--- src/rtl/sha_result_merge_if.sv ---
// Stream bundle between the SHA engine outputs, the merge block and the return path.
// The "slave" modport is the merge block; "master" is the surrounding logic.
interface sha_result_merge_if #(
   parameter int unsigned SWITCH_DATA_WIDTH = 512,
   parameter int unsigned SWITCH_KEEP_WIDTH = SWITCH_DATA_WIDTH / 8,
   parameter int unsigned DESC_WIDTH        = 128
);
   logic [DESC_WIDTH-1:0]        s_desc_tdata;
   logic                         s_desc_tvalid;
   logic                         s_desc_tready;

   logic [511:0]                 s_sha_tdata;
   logic                         s_sha_tvalid;
   logic                         s_sha_tready;

   logic [SWITCH_DATA_WIDTH-1:0] s_data_tdata;
   logic [SWITCH_KEEP_WIDTH-1:0] s_data_tkeep;
   logic                         s_data_tvalid;
   logic                         s_data_tready;
   logic                         s_data_tlast;

   logic [SWITCH_DATA_WIDTH-1:0] m_axis_tdata;
   logic [SWITCH_KEEP_WIDTH-1:0] m_axis_tkeep;
   logic                         m_axis_tvalid;
   logic                         m_axis_tready;
   logic                         m_axis_tlast;

   modport slave (
      input  s_desc_tdata, s_desc_tvalid,
      output s_desc_tready,
      input  s_sha_tdata, s_sha_tvalid,
      output s_sha_tready,
      input  s_data_tdata, s_data_tkeep, s_data_tvalid, s_data_tlast,
      output s_data_tready,
      output m_axis_tdata, m_axis_tkeep, m_axis_tvalid, m_axis_tlast,
      input  m_axis_tready
   );

   modport master (
      output s_desc_tdata, s_desc_tvalid,
      input  s_desc_tready,
      output s_sha_tdata, s_sha_tvalid,
      input  s_sha_tready,
      output s_data_tdata, s_data_tkeep, s_data_tvalid, s_data_tlast,
      input  s_data_tready,
      input  m_axis_tdata, m_axis_tkeep, m_axis_tvalid, m_axis_tlast,
      output m_axis_tready
   );
endinterface

--- src/rtl/sha_result_merge.sv ---
// Rebuilds one output packet per SHA job: descriptor beat, optional digest beat, payload beats.
// A single output register decouples the three input streams from the return path.
`ifndef PANIC_DESC_WIDTH
`define PANIC_DESC_WIDTH 128
`endif

module sha_result_merge #(
   parameter int unsigned SWITCH_DATA_WIDTH = 512,
   parameter int unsigned SWITCH_KEEP_WIDTH = SWITCH_DATA_WIDTH / 8,
   parameter int unsigned DESC_WIDTH        = `PANIC_DESC_WIDTH,
   parameter bit          APPEND_DIGEST     = 1'b1
) (
   input  logic              clk,
   input  logic              rst_n,
   sha_result_merge_if.slave bus,
   output logic [31:0]       pkt_count,
   output logic              busy
);

   typedef enum logic [1:0] {StIdle, StDesc, StDigest, StData} state_e;

   state_e                       state_q, state_d;
   logic                         adv;
   logic                         load;
   logic [SWITCH_DATA_WIDTH-1:0] load_data;
   logic [SWITCH_KEEP_WIDTH-1:0] load_keep;
   logic                         load_last;
   logic                         pkt_done;

   logic                         m_valid_q;
   logic [SWITCH_DATA_WIDTH-1:0] m_data_q;
   logic [SWITCH_KEEP_WIDTH-1:0] m_keep_q;
   logic                         m_last_q;
   logic [31:0]                  pkt_count_q;

   assign adv = !m_valid_q || bus.m_axis_tready;

   always_ff @(posedge clk or negedge rst_n) begin
      if (!rst_n) begin
         state_q <= StIdle;
      end else begin
         state_q <= state_d;
      end
   end

   // Leave IDLE only once both header sources are present, so the digest is never in flight.
   always_comb begin
      state_d = state_q;
      unique case (state_q)
         StIdle:   if (bus.s_desc_tvalid && bus.s_sha_tvalid) state_d = StDesc;
         StDesc:   if (bus.s_desc_tvalid && adv) state_d = StDigest;
         StDigest: if (bus.s_sha_tvalid && adv) state_d = StData;
         StData:   if (bus.s_data_tvalid && adv && bus.s_data_tlast) state_d = StIdle;
         default:  state_d = StIdle;
      endcase
   end

   always_comb begin
      bus.s_desc_tready = 1'b0;
      bus.s_sha_tready  = 1'b0;
      bus.s_data_tready = 1'b0;
      load              = 1'b0;
      load_data         = '0;
      load_keep         = '1;
      load_last         = 1'b0;
      pkt_done          = 1'b0;
      unique case (state_q)
         StDesc: begin
            bus.s_desc_tready           = adv;
            load                        = bus.s_desc_tvalid && adv;
            load_data[DESC_WIDTH-1:0]   = bus.s_desc_tdata;
         end
         StDigest: begin
            bus.s_sha_tready = adv;
            // Without APPEND_DIGEST the digest is popped but never reaches the output.
            load             = APPEND_DIGEST && bus.s_sha_tvalid && adv;
            load_data[511:0] = bus.s_sha_tdata;
         end
         StData: begin
            bus.s_data_tready = adv;
            load              = bus.s_data_tvalid && adv;
            load_data         = bus.s_data_tdata;
            load_keep         = bus.s_data_tkeep;
            load_last         = bus.s_data_tlast;
            pkt_done          = bus.s_data_tvalid && adv && bus.s_data_tlast;
         end
         default: ;
      endcase
   end

   always_ff @(posedge clk or negedge rst_n) begin
      if (!rst_n) begin
         m_valid_q <= 1'b0;
         m_data_q  <= '0;
         m_keep_q  <= '0;
         m_last_q  <= 1'b0;
      end else if (adv) begin
         m_valid_q <= load;
         if (load) begin
            m_data_q <= load_data;
            m_keep_q <= load_keep;
            m_last_q <= load_last;
         end
      end
   end

   always_ff @(posedge clk or negedge rst_n) begin
      if (!rst_n) begin
         pkt_count_q <= '0;
      end else if (pkt_done) begin
         pkt_count_q <= pkt_count_q + 32'd1;
      end
   end

   assign bus.m_axis_tvalid = m_valid_q;
   assign bus.m_axis_tdata  = m_data_q;
   assign bus.m_axis_tkeep  = m_keep_q;
   assign bus.m_axis_tlast  = m_last_q;
   assign pkt_count         = pkt_count_q;
   assign busy              = (state_q != StIdle);

endmodule
--- src/flat_wrapper.sv ---
// flat-port wrapper written by rule: the top's interface ports become plain ports
module sha_result_merge_flat 
#(
   parameter int unsigned SWITCH_DATA_WIDTH = 512,
   parameter int unsigned SWITCH_KEEP_WIDTH = SWITCH_DATA_WIDTH / 8,
   parameter int unsigned DESC_WIDTH        = `PANIC_DESC_WIDTH,
   parameter bit          APPEND_DIGEST     = 1'b1
)
  (clk, rst_n, pkt_count, busy, bus_s_desc_tdata, bus_s_desc_tvalid, bus_s_desc_tready, bus_s_sha_tdata, bus_s_sha_tvalid, bus_s_sha_tready, bus_s_data_tdata, bus_s_data_tkeep, bus_s_data_tvalid, bus_s_data_tlast, bus_s_data_tready, bus_m_axis_tdata, bus_m_axis_tkeep, bus_m_axis_tvalid, bus_m_axis_tlast, bus_m_axis_tready);
  sha_result_merge_if #(.SWITCH_DATA_WIDTH(SWITCH_DATA_WIDTH), .SWITCH_KEEP_WIDTH(SWITCH_KEEP_WIDTH), .DESC_WIDTH(DESC_WIDTH)) bus_i ();
  input  logic clk;
  input  logic rst_n;
  output logic [31:0] pkt_count;
  output logic busy;
  input wire logic [$bits(bus_i.s_desc_tdata)-1:0] bus_s_desc_tdata;
  input wire logic [$bits(bus_i.s_desc_tvalid)-1:0] bus_s_desc_tvalid;
  output wire logic [$bits(bus_i.s_desc_tready)-1:0] bus_s_desc_tready;
  input wire logic [$bits(bus_i.s_sha_tdata)-1:0] bus_s_sha_tdata;
  input wire logic [$bits(bus_i.s_sha_tvalid)-1:0] bus_s_sha_tvalid;
  output wire logic [$bits(bus_i.s_sha_tready)-1:0] bus_s_sha_tready;
  input wire logic [$bits(bus_i.s_data_tdata)-1:0] bus_s_data_tdata;
  input wire logic [$bits(bus_i.s_data_tkeep)-1:0] bus_s_data_tkeep;
  input wire logic [$bits(bus_i.s_data_tvalid)-1:0] bus_s_data_tvalid;
  input wire logic [$bits(bus_i.s_data_tlast)-1:0] bus_s_data_tlast;
  output wire logic [$bits(bus_i.s_data_tready)-1:0] bus_s_data_tready;
  output wire logic [$bits(bus_i.m_axis_tdata)-1:0] bus_m_axis_tdata;
  output wire logic [$bits(bus_i.m_axis_tkeep)-1:0] bus_m_axis_tkeep;
  output wire logic [$bits(bus_i.m_axis_tvalid)-1:0] bus_m_axis_tvalid;
  output wire logic [$bits(bus_i.m_axis_tlast)-1:0] bus_m_axis_tlast;
  input wire logic [$bits(bus_i.m_axis_tready)-1:0] bus_m_axis_tready;
  assign bus_i.s_desc_tdata = bus_s_desc_tdata;
  assign bus_i.s_desc_tvalid = bus_s_desc_tvalid;
  assign bus_s_desc_tready = bus_i.s_desc_tready;
  assign bus_i.s_sha_tdata = bus_s_sha_tdata;
  assign bus_i.s_sha_tvalid = bus_s_sha_tvalid;
  assign bus_s_sha_tready = bus_i.s_sha_tready;
  assign bus_i.s_data_tdata = bus_s_data_tdata;
  assign bus_i.s_data_tkeep = bus_s_data_tkeep;
  assign bus_i.s_data_tvalid = bus_s_data_tvalid;
  assign bus_i.s_data_tlast = bus_s_data_tlast;
  assign bus_s_data_tready = bus_i.s_data_tready;
  assign bus_m_axis_tdata = bus_i.m_axis_tdata;
  assign bus_m_axis_tkeep = bus_i.m_axis_tkeep;
  assign bus_m_axis_tvalid = bus_i.m_axis_tvalid;
  assign bus_m_axis_tlast = bus_i.m_axis_tlast;
  assign bus_i.m_axis_tready = bus_m_axis_tready;
  sha_result_merge #(.SWITCH_DATA_WIDTH(SWITCH_DATA_WIDTH), .SWITCH_KEEP_WIDTH(SWITCH_KEEP_WIDTH), .DESC_WIDTH(DESC_WIDTH), .APPEND_DIGEST(APPEND_DIGEST)) u_core (.clk(clk), .rst_n(rst_n), .bus(bus_i), .pkt_count(pkt_count), .busy(busy));
endmodule
--- config.mk ---
export PLATFORM = sky130hd
export DESIGN_NAME = sha_result_merge_flat
export DESIGN_NICKNAME = d
export VERILOG_FILES = /design/src/rtl/sha_result_merge_if.sv /design/src/rtl/sha_result_merge.sv /design/src/flat_wrapper.sv
export SDC_FILE = /design/constraint.sdc
export NUM_CORES = 1
export LEC_CHECK = 0
export ABC_AREA = 1
export BUFFER_PORTS_ARGS = -buffer_cell sky130_fd_sc_hd__buf_2
export CORE_AREA = 2 2 715 717
export DETAILED_ROUTE_END_ITERATION = 12
export DIE_AREA = 0 0 717 719
export PLACE_DENSITY_LB_ADDON = 0.08
export REMOVE_ABC_BUFFERS = 1
export SLEW_MARGIN = 0
export SYNTH_ARGS = -nofsm -noshare
export SYNTH_HDL_FRONTEND = slang
export SYNTH_SLANG_ARGS = --single-unit
--- constraint.sdc ---
create_clock -name clk -period 2.36 [get_ports clk]
set_input_delay 0.236 -clock clk [delete_from_list [all_inputs] [get_ports clk]]
set_output_delay 0.236 -clock clk [all_outputs]
set_load 0.1 [all_outputs]
==> impl_metrics.ini <==
[global_routing]
track_usage_pct = 13.0
grt-ovfl-total = 0
antenna_found_initial = 312
grt_max_degree = 86
grt_pass1_vias = 40300
grt_pass1_wl_um = 438000

[pwr]
power_frac_comb_pct = 68.3
swShare_pct = 60.9
power.internal_mw = 40.6
p_seq_share_pct = 16.4
power_density_nw_per_um2 = 1620
switchingPower_mw = 63.2
leakagePower_nw = 30.6
p_clk_share_pct = 15.3
ir_drop_v = 0.000694

[routing]
viasPerCell = 2.91
first_pass_iters = 5
vias = 38900
wire_per_inst_um = 26.3
drt_wl_total_um = 351000
drc = 0
drtIter0Drc = 2186
ant_nets = 0

[finish]
layout_commonest_cell = buf_2
seqCellArea_um2 = 15300
area_growth_pct = 120
drive_above_1_share_pct = 35.0
final_cells = 13400
fill_cells = 58600
fin_area_um2 = 64300
multi_input_area_um2 = 12500
final_nets = 7702
final_cell_mix = buf_2, nand2_1, dlygate4sd3_1

[floorplanning]
fp-row-count = 262
die_x_um = 717
io_pins = 1837
die_y_um = 719
core_area_um2 = 508000
dieArea_um2 = 516000
start_util_pct = 5.75

[placed_design]
dp.cells = 11900
placed_area_um2 = 48500
dpl_worst_slack_ps = -129
io_buffers = 1836
place_hpwl_um = 298000
gp_congestion = 0.953

[sta]
maxSlewViolCount = 0
fin_crit_sh_pct = 97.7
layout_setup_ws_ps = 55.2
slew_headroom_pct = 43.7
hold_ws_ps = 32.4
tns_ps = 0
finalSetupViolCount = 0
rsz0062_at_grt = true
finalClockSkew_ps = 52.6
worst_pin_slew_ps = 851
hold_violations = 0
fin_crit_ps = 2300
fmax_mhz = 434

[yosys]
synth_cells = 3369
yosysUniqueCellTypes = 26
yosys_warnings = 0
syn_area_um2 = 29200
ys_seq_area_share_pct = 52.4
ys_ff_latch = 612
synth_area_per_cell_um2 = 8.67

[cts]
clkLatencyLatePin_ps = 840
cts_root_buf = clkbuf_16
clkTransAtPathRegs_ps = 60
clock_tree.buffer_depth = 4
cts_max_level = 3
cts-buffers-inserted = 104
cts.sinks = 612
cts_tree = done

[worst_hold_path]
min_path_type = input pin to register

[job]
drv_cap = 0

[critical_path]
cp_max_fo = 29
cp-start-kind = register
worstSetupPathType = register to register
worst-endpoint-required_ps = 3050
r2r_setup_slack_ps = 60
worstPathArrival_ps = 3000
end_kind = register

[run_status]
status = completed
power by group through the flow:
stage	Sequential (mW)	Combinational [mW]	Clock (mW)
after floorplan	44.9	7.64	0
after global placement	17.3	69.3	0
after detailed placement	17.3	69.1	0
final	17.1	70.9	15.8
after global routing	17.6	75.0	17.0
after CTS	17.1	71.8	16.8
layout make-up:
type / instances / share of cell area, %
antenna: 83 / 0.323
clock buffer: 157 / 4.77
clock inverter: 28 / 0.481
inverter: 45 / 0.280
multi-input combinational: 2450 / 19.4
sequential: 612 / 23.8
tap: 6732 / 13.1
timing repair buffer: 3261 / 37.8
per-stage QoR:
step,utilization [%],power (mW)
after floorplan,-,52.5
after global placement,9.56,86.6
after detailed placement,9.56,86.4
after CTS,12.5,106
after global routing,12.6,110
final,12.7,104
critical path, stage by stage, from the launching register on:
cell and delay, ps:
dfrtp_1 400, buf_4 150, ha_4 170, buf_12 160, buf_12 160, a22o_1 310, dlygate4sd3_1 590, nand2_1 80
nand2_1 50
cell usage after synthesis, drive strengths merged:
library cell	n	share of area (%)
a21oi	131	2.2
a22o	512	15
and2	1	0.021
buf	123	2.7
clkbuf	139	1.8
dfrtp	612	52
ha	5	0.21
inv	45	0.58
nand2	1438	18
nand3	22	0.38
nand3b	1	0.026
nand4	11	0.24
nor2	107	1.4
nor3	6	0.10
nor3b	1	0.026
o21ai	196	3.4
xnor2	9	0.27
xor2	10	0.30
final timing paths:
check	startpoint	end	cells past startpoint
max in group asynchronous	rst_n	u_core.bus.m_axis_tdata[336]	3
hold / removal	bus_s_sha_tdata[310]	u_core.bus.m_axis_tdata[310]	4
setup / recovery	u_core.state_q[0]	u_core.bus.m_axis_tdata[388]	8
hold reg to reg	u_core.bus.m_axis_tdata[417]	u_core.bus.m_axis_tdata[417]	2
min in group asynchronous	rst_n	u_core.pkt_count[29]	3
setup reg to reg	u_core.state_q[0]	u_core.bus.m_axis_tdata[388]	8
timing repair:
| action | 4_1_cts | 5_1_grt |
|---|---|---|
| endpoints found under the hold margin | 1155 | 1 |
| endpoints found under the setup margin | 12 | 76 |
| cloned | 0 | 11 |
| resized for setup | 13 | 32 |
| setup buffers | 2 | 15 |
| hold buffers | 1157 | 2 |
| pin swaps | 0 | 2 |
flip-flops by register name, indices dropped and copies added (netlist names):
signal,count
u_core.bus.m_axis_tvalid,1
u_core.state_q,2
u_core.bus.m_axis_tlast,1
u_core.bus.m_axis_tdata,512
u_core.pkt_count,32
u_core.bus.m_axis_tkeep,64
logic make-up after synthesis:
group / share of synthesized area [%]
AO/OA/AOI/OAI: 21.0
AND/OR/NAND/NOR: 20.7
adder cells (fa/ha/maj): 0.214
buffers and inverters: 5.14
XOR/XNOR: 0.570
flip-flops: 52.4
layer usage:
layer  part of all wire [%]  wire length [µm]  track usage, %
met1                     41            143000            15.4
met5                   0.14               492               0
met2                     49            173000            23.1
met4                    2.6              9220            2.73
met3                    7.4             25900            3.65
Note: power is estimated with default switching activity, not from simulation.
